## src/rtl/hazard_pkg.sv

```systemverilog
// Shared definitions for the pipeline hazard controller:
// forwarding-select codes and the multi-cycle sequencer state encoding.
package hazard_pkg;

   localparam logic [1:0] FWD_RF  = 2'b00;
   localparam logic [1:0] FWD_WB  = 2'b01;
   localparam logic [1:0] FWD_MEM = 2'b10;

   typedef enum logic {
      ST_IDLE = 1'b0,
      ST_BUSY = 1'b1
   } state_t;

endpackage

```

## src/rtl/hazard_ctrl_if.sv

```systemverilog
// Bundle of pipeline register addresses/flags into the hazard controller
// and the stall/flush/forward controls it returns to the stage registers.
interface hazard_ctrl_if;

   logic [4:0] Rs1D;
   logic [4:0] Rs2D;
   logic [4:0] Rs1E;
   logic [4:0] Rs2E;
   logic [4:0] RdE;
   logic [4:0] RdM;
   logic [4:0] RdW;
   logic       RegWriteM;
   logic       RegWriteW;
   logic       LoadE;
   logic       PCSrcE;
   logic       MultiCycleE;

   logic [1:0] ForwardAE;
   logic [1:0] ForwardBE;
   logic       StallF;
   logic       StallD;
   logic       StallE;
   logic       FlushD;
   logic       FlushE;
   logic       FlushM;
   logic       McStartE;
   logic       McDoneE;

   modport master (
      output Rs1D, Rs2D, Rs1E, Rs2E, RdE, RdM, RdW,
      output RegWriteM, RegWriteW, LoadE, PCSrcE, MultiCycleE,
      input  ForwardAE, ForwardBE, StallF, StallD, StallE,
      input  FlushD, FlushE, FlushM, McStartE, McDoneE
   );

   modport slave (
      input  Rs1D, Rs2D, Rs1E, Rs2E, RdE, RdM, RdW,
      input  RegWriteM, RegWriteW, LoadE, PCSrcE, MultiCycleE,
      output ForwardAE, ForwardBE, StallF, StallD, StallE,
      output FlushD, FlushE, FlushM, McStartE, McDoneE
   );

endinterface

```

## src/rtl/hazard_ctrl_fwd_sel.sv

```systemverilog
// Per-operand forwarding select for the execute stage: M beats W,
// and x0 is never forwarded.
module fwd_sel
   import hazard_pkg::*;
(
   input  logic       reg_write_m,
   input  logic [4:0] rd_m,
   input  logic       reg_write_w,
   input  logic [4:0] rd_w,
   input  logic [4:0] rs_e,
   output logic [1:0] fwd
);

   always_comb begin
      fwd = FWD_RF;
      if (reg_write_m && (rd_m != 5'd0) && (rd_m == rs_e)) begin
         fwd = FWD_MEM;
      end else if (reg_write_w && (rd_w != 5'd0) && (rd_w == rs_e)) begin
         fwd = FWD_WB;
      end
   end

endmodule

```

## src/rtl/hazard_ctrl.sv

```systemverilog
// Hazard controller: operand forwarding, load-use stall, branch flush and
// sequencing of multi-cycle execute ops that hold F/D/E while bubbling M.
//
// state | meaning
// IDLE  | no multi-cycle op in flight; a new one is accepted here
// BUSY  | op occupies E; cnt counts down to the release cycle (cnt==0)
module hazard_ctrl
   import hazard_pkg::*;
#(
   parameter int MC_CYCLES = 4,
   parameter int CNT_W     = $clog2(MC_CYCLES)
) (
   input  logic         clk,
   input  logic         rst,
   hazard_ctrl_if.slave hz
);

   state_t           state_q, state_d;
   logic [CNT_W-1:0] cnt_q, cnt_d;
   logic             trig;
   logic             lw_stall;
   logic             mc_stall;
   logic             mc_start;
   logic             mc_done;

   fwd_sel u_fwd_a (
      .reg_write_m (hz.RegWriteM),
      .rd_m        (hz.RdM),
      .reg_write_w (hz.RegWriteW),
      .rd_w        (hz.RdW),
      .rs_e        (hz.Rs1E),
      .fwd         (hz.ForwardAE)
   );

   fwd_sel u_fwd_b (
      .reg_write_m (hz.RegWriteM),
      .rd_m        (hz.RdM),
      .reg_write_w (hz.RegWriteW),
      .rd_w        (hz.RdW),
      .rs_e        (hz.Rs2E),
      .fwd         (hz.ForwardBE)
   );

   assign lw_stall = hz.LoadE && (hz.RdE != 5'd0) &&
                     ((hz.RdE == hz.Rs1D) || (hz.RdE == hz.Rs2D));

   // A taken branch kills the op in E, so it must not start the sequencer.
   assign trig     = (state_q == ST_IDLE) && hz.MultiCycleE && !hz.PCSrcE;
   assign mc_stall = trig || ((state_q == ST_BUSY) && (cnt_q != '0));

   always_comb begin
      state_d  = state_q;
      cnt_d    = cnt_q;
      mc_start = 1'b0;
      mc_done  = 1'b0;
      case (state_q)
         ST_IDLE: begin
            if (trig) begin
               mc_start = 1'b1;
               cnt_d    = CNT_W'(MC_CYCLES - 2);
               state_d  = ST_BUSY;
            end
         end
         ST_BUSY: begin
            if (cnt_q != '0) begin
               cnt_d = cnt_q - CNT_W'(1);
            end else begin
               mc_done = 1'b1;
               state_d = ST_IDLE;
            end
         end
         default: begin
            state_d = ST_IDLE;
            cnt_d   = '0;
         end
      endcase
   end

   always_ff @(posedge clk or negedge rst) begin
      if (!rst) begin
         state_q <= ST_IDLE;
         cnt_q   <= '0;
      end else begin
         state_q <= state_d;
         cnt_q   <= cnt_d;
      end
   end

   assign hz.StallF   = lw_stall || mc_stall;
   assign hz.StallD   = lw_stall || mc_stall;
   assign hz.StallE   = mc_stall;
   assign hz.FlushM   = mc_stall;
   assign hz.FlushD   = hz.PCSrcE;
   // A held multi-cycle op in D/E must survive a coincident load-use hazard.
   assign hz.FlushE   = hz.PCSrcE || (lw_stall && !mc_stall);
   assign hz.McStartE = mc_start;
   assign hz.McDoneE  = mc_done;

   a_no_branch_with_mc: assert property (
      @(posedge clk) disable iff (!rst) !(hz.PCSrcE && hz.MultiCycleE)
   ) else $error("hazard_ctrl: PCSrcE and MultiCycleE high together");

endmodule

```

## src/flat_wrapper.sv

```systemverilog
// flat-port wrapper written by rule: the top's interface ports become plain ports
module hazard_ctrl_flat import hazard_pkg::*;
#(
   parameter int MC_CYCLES = 4,
   parameter int CNT_W     = $clog2(MC_CYCLES)
)
  (clk, rst, hz_Rs1D, hz_Rs2D, hz_Rs1E, hz_Rs2E, hz_RdE, hz_RdM, hz_RdW, hz_RegWriteM, hz_RegWriteW, hz_LoadE, hz_PCSrcE, hz_MultiCycleE, hz_ForwardAE, hz_ForwardBE, hz_StallF, hz_StallD, hz_StallE, hz_FlushD, hz_FlushE, hz_FlushM, hz_McStartE, hz_McDoneE);
  hazard_ctrl_if hz_i ();
  input  logic clk;
  input  logic rst;
  input wire logic [$bits(hz_i.Rs1D)-1:0] hz_Rs1D;
  input wire logic [$bits(hz_i.Rs2D)-1:0] hz_Rs2D;
  input wire logic [$bits(hz_i.Rs1E)-1:0] hz_Rs1E;
  input wire logic [$bits(hz_i.Rs2E)-1:0] hz_Rs2E;
  input wire logic [$bits(hz_i.RdE)-1:0] hz_RdE;
  input wire logic [$bits(hz_i.RdM)-1:0] hz_RdM;
  input wire logic [$bits(hz_i.RdW)-1:0] hz_RdW;
  input wire logic [$bits(hz_i.RegWriteM)-1:0] hz_RegWriteM;
  input wire logic [$bits(hz_i.RegWriteW)-1:0] hz_RegWriteW;
  input wire logic [$bits(hz_i.LoadE)-1:0] hz_LoadE;
  input wire logic [$bits(hz_i.PCSrcE)-1:0] hz_PCSrcE;
  input wire logic [$bits(hz_i.MultiCycleE)-1:0] hz_MultiCycleE;
  output wire logic [$bits(hz_i.ForwardAE)-1:0] hz_ForwardAE;
  output wire logic [$bits(hz_i.ForwardBE)-1:0] hz_ForwardBE;
  output wire logic [$bits(hz_i.StallF)-1:0] hz_StallF;
  output wire logic [$bits(hz_i.StallD)-1:0] hz_StallD;
  output wire logic [$bits(hz_i.StallE)-1:0] hz_StallE;
  output wire logic [$bits(hz_i.FlushD)-1:0] hz_FlushD;
  output wire logic [$bits(hz_i.FlushE)-1:0] hz_FlushE;
  output wire logic [$bits(hz_i.FlushM)-1:0] hz_FlushM;
  output wire logic [$bits(hz_i.McStartE)-1:0] hz_McStartE;
  output wire logic [$bits(hz_i.McDoneE)-1:0] hz_McDoneE;
  assign hz_i.Rs1D = hz_Rs1D;
  assign hz_i.Rs2D = hz_Rs2D;
  assign hz_i.Rs1E = hz_Rs1E;
  assign hz_i.Rs2E = hz_Rs2E;
  assign hz_i.RdE = hz_RdE;
  assign hz_i.RdM = hz_RdM;
  assign hz_i.RdW = hz_RdW;
  assign hz_i.RegWriteM = hz_RegWriteM;
  assign hz_i.RegWriteW = hz_RegWriteW;
  assign hz_i.LoadE = hz_LoadE;
  assign hz_i.PCSrcE = hz_PCSrcE;
  assign hz_i.MultiCycleE = hz_MultiCycleE;
  assign hz_ForwardAE = hz_i.ForwardAE;
  assign hz_ForwardBE = hz_i.ForwardBE;
  assign hz_StallF = hz_i.StallF;
  assign hz_StallD = hz_i.StallD;
  assign hz_StallE = hz_i.StallE;
  assign hz_FlushD = hz_i.FlushD;
  assign hz_FlushE = hz_i.FlushE;
  assign hz_FlushM = hz_i.FlushM;
  assign hz_McStartE = hz_i.McStartE;
  assign hz_McDoneE = hz_i.McDoneE;
  hazard_ctrl #(.MC_CYCLES(MC_CYCLES), .CNT_W(CNT_W)) u_core (.clk(clk), .rst(rst), .hz(hz_i));
endmodule
```

## config.mk

```make
export PLATFORM = sky130hd
export DESIGN_NAME = hazard_ctrl_flat
export DESIGN_NICKNAME = d
export VERILOG_FILES = /design/src/rtl/hazard_pkg.sv /design/src/rtl/hazard_ctrl_if.sv /design/src/rtl/hazard_ctrl_fwd_sel.sv /design/src/rtl/hazard_ctrl.sv /design/src/flat_wrapper.sv
export SDC_FILE = /design/constraint.sdc
export NUM_CORES = 1
export LEC_CHECK = 0
export CAP_MARGIN = 30
export CORE_ASPECT_RATIO = 0.8
export CORE_MARGIN = 8
export CORE_UTILIZATION = 30
export CTS_BUF_LIST = sky130_fd_sc_hd__clkbuf_2
export CTS_CLUSTER_SIZE = 20
export DETAILED_ROUTE_END_ITERATION = 8
export PLACE_DENSITY = 0.76
export SYNTH_ARGS = -nofsm -noshare
export SYNTH_HDL_FRONTEND = slang
export SYNTH_SLANG_ARGS = --single-unit
export TNS_END_PERCENT = 30
```

## constraint.sdc

```tcl
create_clock -name clk -period 1.85 [get_ports clk]
set_clock_uncertainty 0.15 [all_clocks]
set_input_delay 0.2775 -clock clk [delete_from_list [all_inputs] [get_ports clk]]
set_output_delay 0.2775 -clock clk [all_outputs]
set_load 0.005 [all_outputs]
```

==> impl_metrics.yaml <==
die:
  io-pin-count: 54
  core_area_um2: 1860
  die_width_um: 65.3
  rows: 14
  floorplan.initialDensity_pct: 31.5
  chipHeight_um: 55.5
  die_area_um2: 3620
route:
  ant_nets: 0
  drt_first_iter_violations: 32
  drt_wirelength_um: 2990
  vias: 809
  route.detailed.drc: 0
  via_per_inst: 4.62
  first_pass_iters: 4
  avgRoutedWirePerCell_um: 17.1
grt:
  groute.usage.overall_pct: 17.2
  via_count_of_the_first_global_routing_pass: 915
  initial_antenna_violation_count: 0
  pin_count_of_the_biggest_net_entering_global_routing: 5
  globalRouteOverflowTotal: 0
  first_pass_grt_wire_length_um: 4820
timing:
  rsz_0062_raised_after_global_routing: "yes"
  setup-tns-final_ns: -0.644
  final.min_clock_period_ns: 2.10
  timing.final.setup_violations: 5
  fmaxAchievable_mhz: 476
  final-hold-violation-count: 0
  worst_slack_ns: -0.249
  layout_worst_path_cycle_share_pct: 113
  worst_slew_pin_slew_ns: 0.282
  tightest_slew_margin_relative_to_the_limit_pct: 81.1
  final-max-slew-violation-count: 0
worst_setup_path:
  worstRegToRegCells: 7
  critical_path.endpoint_type: "output port"
  worstPathRequired_ns: 1.42
  worst-r2r-setup-slack_ns: 0.45
  critical_path_arrival_ns: 1.67
  worst-setup-path-type: "input port to output port"
  regToRegStartpoint: "u_core.cnt_q[0]$_DFFE_PN0P_"
  r2r_end: "u_core.cnt_q[0]$_DFFE_PN0P_"
  worstPathMaxFanout: 2
  crit_path_start_kind: "input port"
placement:
  routability_congestion_estimate: 0.876
  dp_hpwl_um: 2380
  placement.io_buffers: 53
cells_and_area:
  area_growth_pct: 137
  layout.nets: 195
  antenna_cells_inserted: 0
  mostFrequentLayoutCell: "buf_4"
  mostFrequentLayoutCells: "buf_4 (26), xor2_1 (23), dlygate4sd2_1 (16), buf_2 (15), clkdlybuf4s50_1 (11)"
  final_layout_size_suffix_gt1_share_pct: 46.4
clock_network:
  cts-buffers-inserted: 3
  worst_setup_hold_path_clk_slew_ns: 0.06
  clock_sinks: 3
  cts.hold.buffers_added: 0
  clock_tree_from_tritoncts: "built"
  worst_skew_pair.late_latency_ns: 0.23
  ctsRootBufferMaster: "clkbuf_2"
  cts-htree-levels: 1
  cts.path.max_buffers: 2
pwr:
  p_per_area_nw_per_um2: 583
  irDropWorstVdd_mv: 0.557
  power.leakage_nw: 0.678
  post-layout-total-power_mw: 0.809
yosys:
  synth_cell_types: 23
  post_synth_instance_area_um2: 584
  synth-warning-count: 0
  post_synth_inst_count: 69
  synth-seq-cells: 3
  synth_area_per_cell_um2: 8.47
  yosysSeqAreaShare_pct: 12.8
  synthesis.nets: 112
outcome:
  failed_checks: "setup timing"
  run_status: "finished with violations"
hold_path:
  min-delay-path-class: "input port to asynchronous set/reset pin"
run:
  timing.max_cap.violations: 0
==> cell usage after synthesis, drive strengths merged <==
library cell	count	share of area, %
mux2i	1	1.7
inv	3	1.9
nor3	2	1.7
nand2b	3	3.2
or4	5	7.1
o31ai	1	1.3
ha	1	2.1
a22oi	1	1.3
xor2	24	36
nand3	2	1.7
dfrtp	3	13
buf	3	3.9
o21ai	5	4.9
nor3b	1	1.3
o21bai	1	1.3
and2	1	1.1
xnor2	6	9.0
nor4	4	6.4
nor2	2	1.3
==> per-stage QoR <==
stage / hold slack (ns) / instance area (µm²) / setup slack [ns] / utilization [%] / instances
floorplan: -0.168 / 584 / 0.121 / - / 69
global placement: 0.321 / 1290 / -0.832 / 69.3 / 165
detailed placement: 0.328 / 1290 / -0.895 / 69.3 / 165
CTS: 0.0725 / 1360 / -0.154 / 73.4 / 174
global route: 0.0751 / 1390 / -0.241 / 74.7 / 175
finish: 0.0754 / 1390 / -0.249 / 74.7 / 175
==> cells by family after synthesis <==
group,after synthesis,synth area share (%)
mux,1,1.71
buf+inv,6,5.78
compound gates,8,8.78
xor+xnor,30,45.0
fa+ha+maj,1,2.14
simple gates,20,23.8
flops,3,12.8
==> power breakdown <==
group	internal [mW]	switching [mW]
Combinational	0.344	0.229
Clock	0.0572	0.0484
Sequential	0.100	0.0295
==> routing by layer <==
layer	GRT usage, %	routed length [µm]
met5	0	0
met4	7.45	74
met3	3.82	132
met2	31.3	1730
met1	18.0	1060
==> how the worst max path moves through the flow <==
| stage | start | cells past startpoint | to | slack, ns |
|---|---|---|---|---|
| after global placement | hz_RdM[0] | 6 | hz_ForwardAE[0] | -0.83 |
| final | hz_RdM[3] | 6 | hz_ForwardBE[0] | -0.25 |
| after detailed placement | hz_RdM[0] | 6 | hz_ForwardAE[0] | -0.90 |
| after global routing | hz_Rs2E[2] | 5 | hz_ForwardBE[0] | -0.24 |
| after CTS | hz_RdW[1] | 6 | hz_ForwardBE[0] | -0.15 |
| after floorplan | hz_RdM[0] | 4 | hz_ForwardAE[0] | 0.12 |
==> critical path: stages <==
cell	delay [ns]
buf_6	0.09
or4_4	0.54
o21ai_4	0.18
nor4_4	0.07
nor4_2	0.32
buf_2	0.19
==> cell type report <==
cell class / instances / area (µm²)
clock buffers: 4 / 20.0
multi-input cells: 60 / 587
repair buffers: 81 / 664
fillers: 133 / 469
inverters: 3 / 11.3
well taps: 24 / 30.0
flip-flops and latches: 3 / 75.1
==> sequential cells by signal, summed over array words and instances, names as in the netlist <==
register and count:
u_core.cnt_q 2, u_core.state_q 1
==> repair_timing <==
action / 4_1_cts / 5_1_grt
pin swaps: 16 / 3
setup endpoints to repair: 11 / 9
setup buffers: 5 / 1
gates resized for setup: 128 / 4
Power figures use the tool's default switching activity.
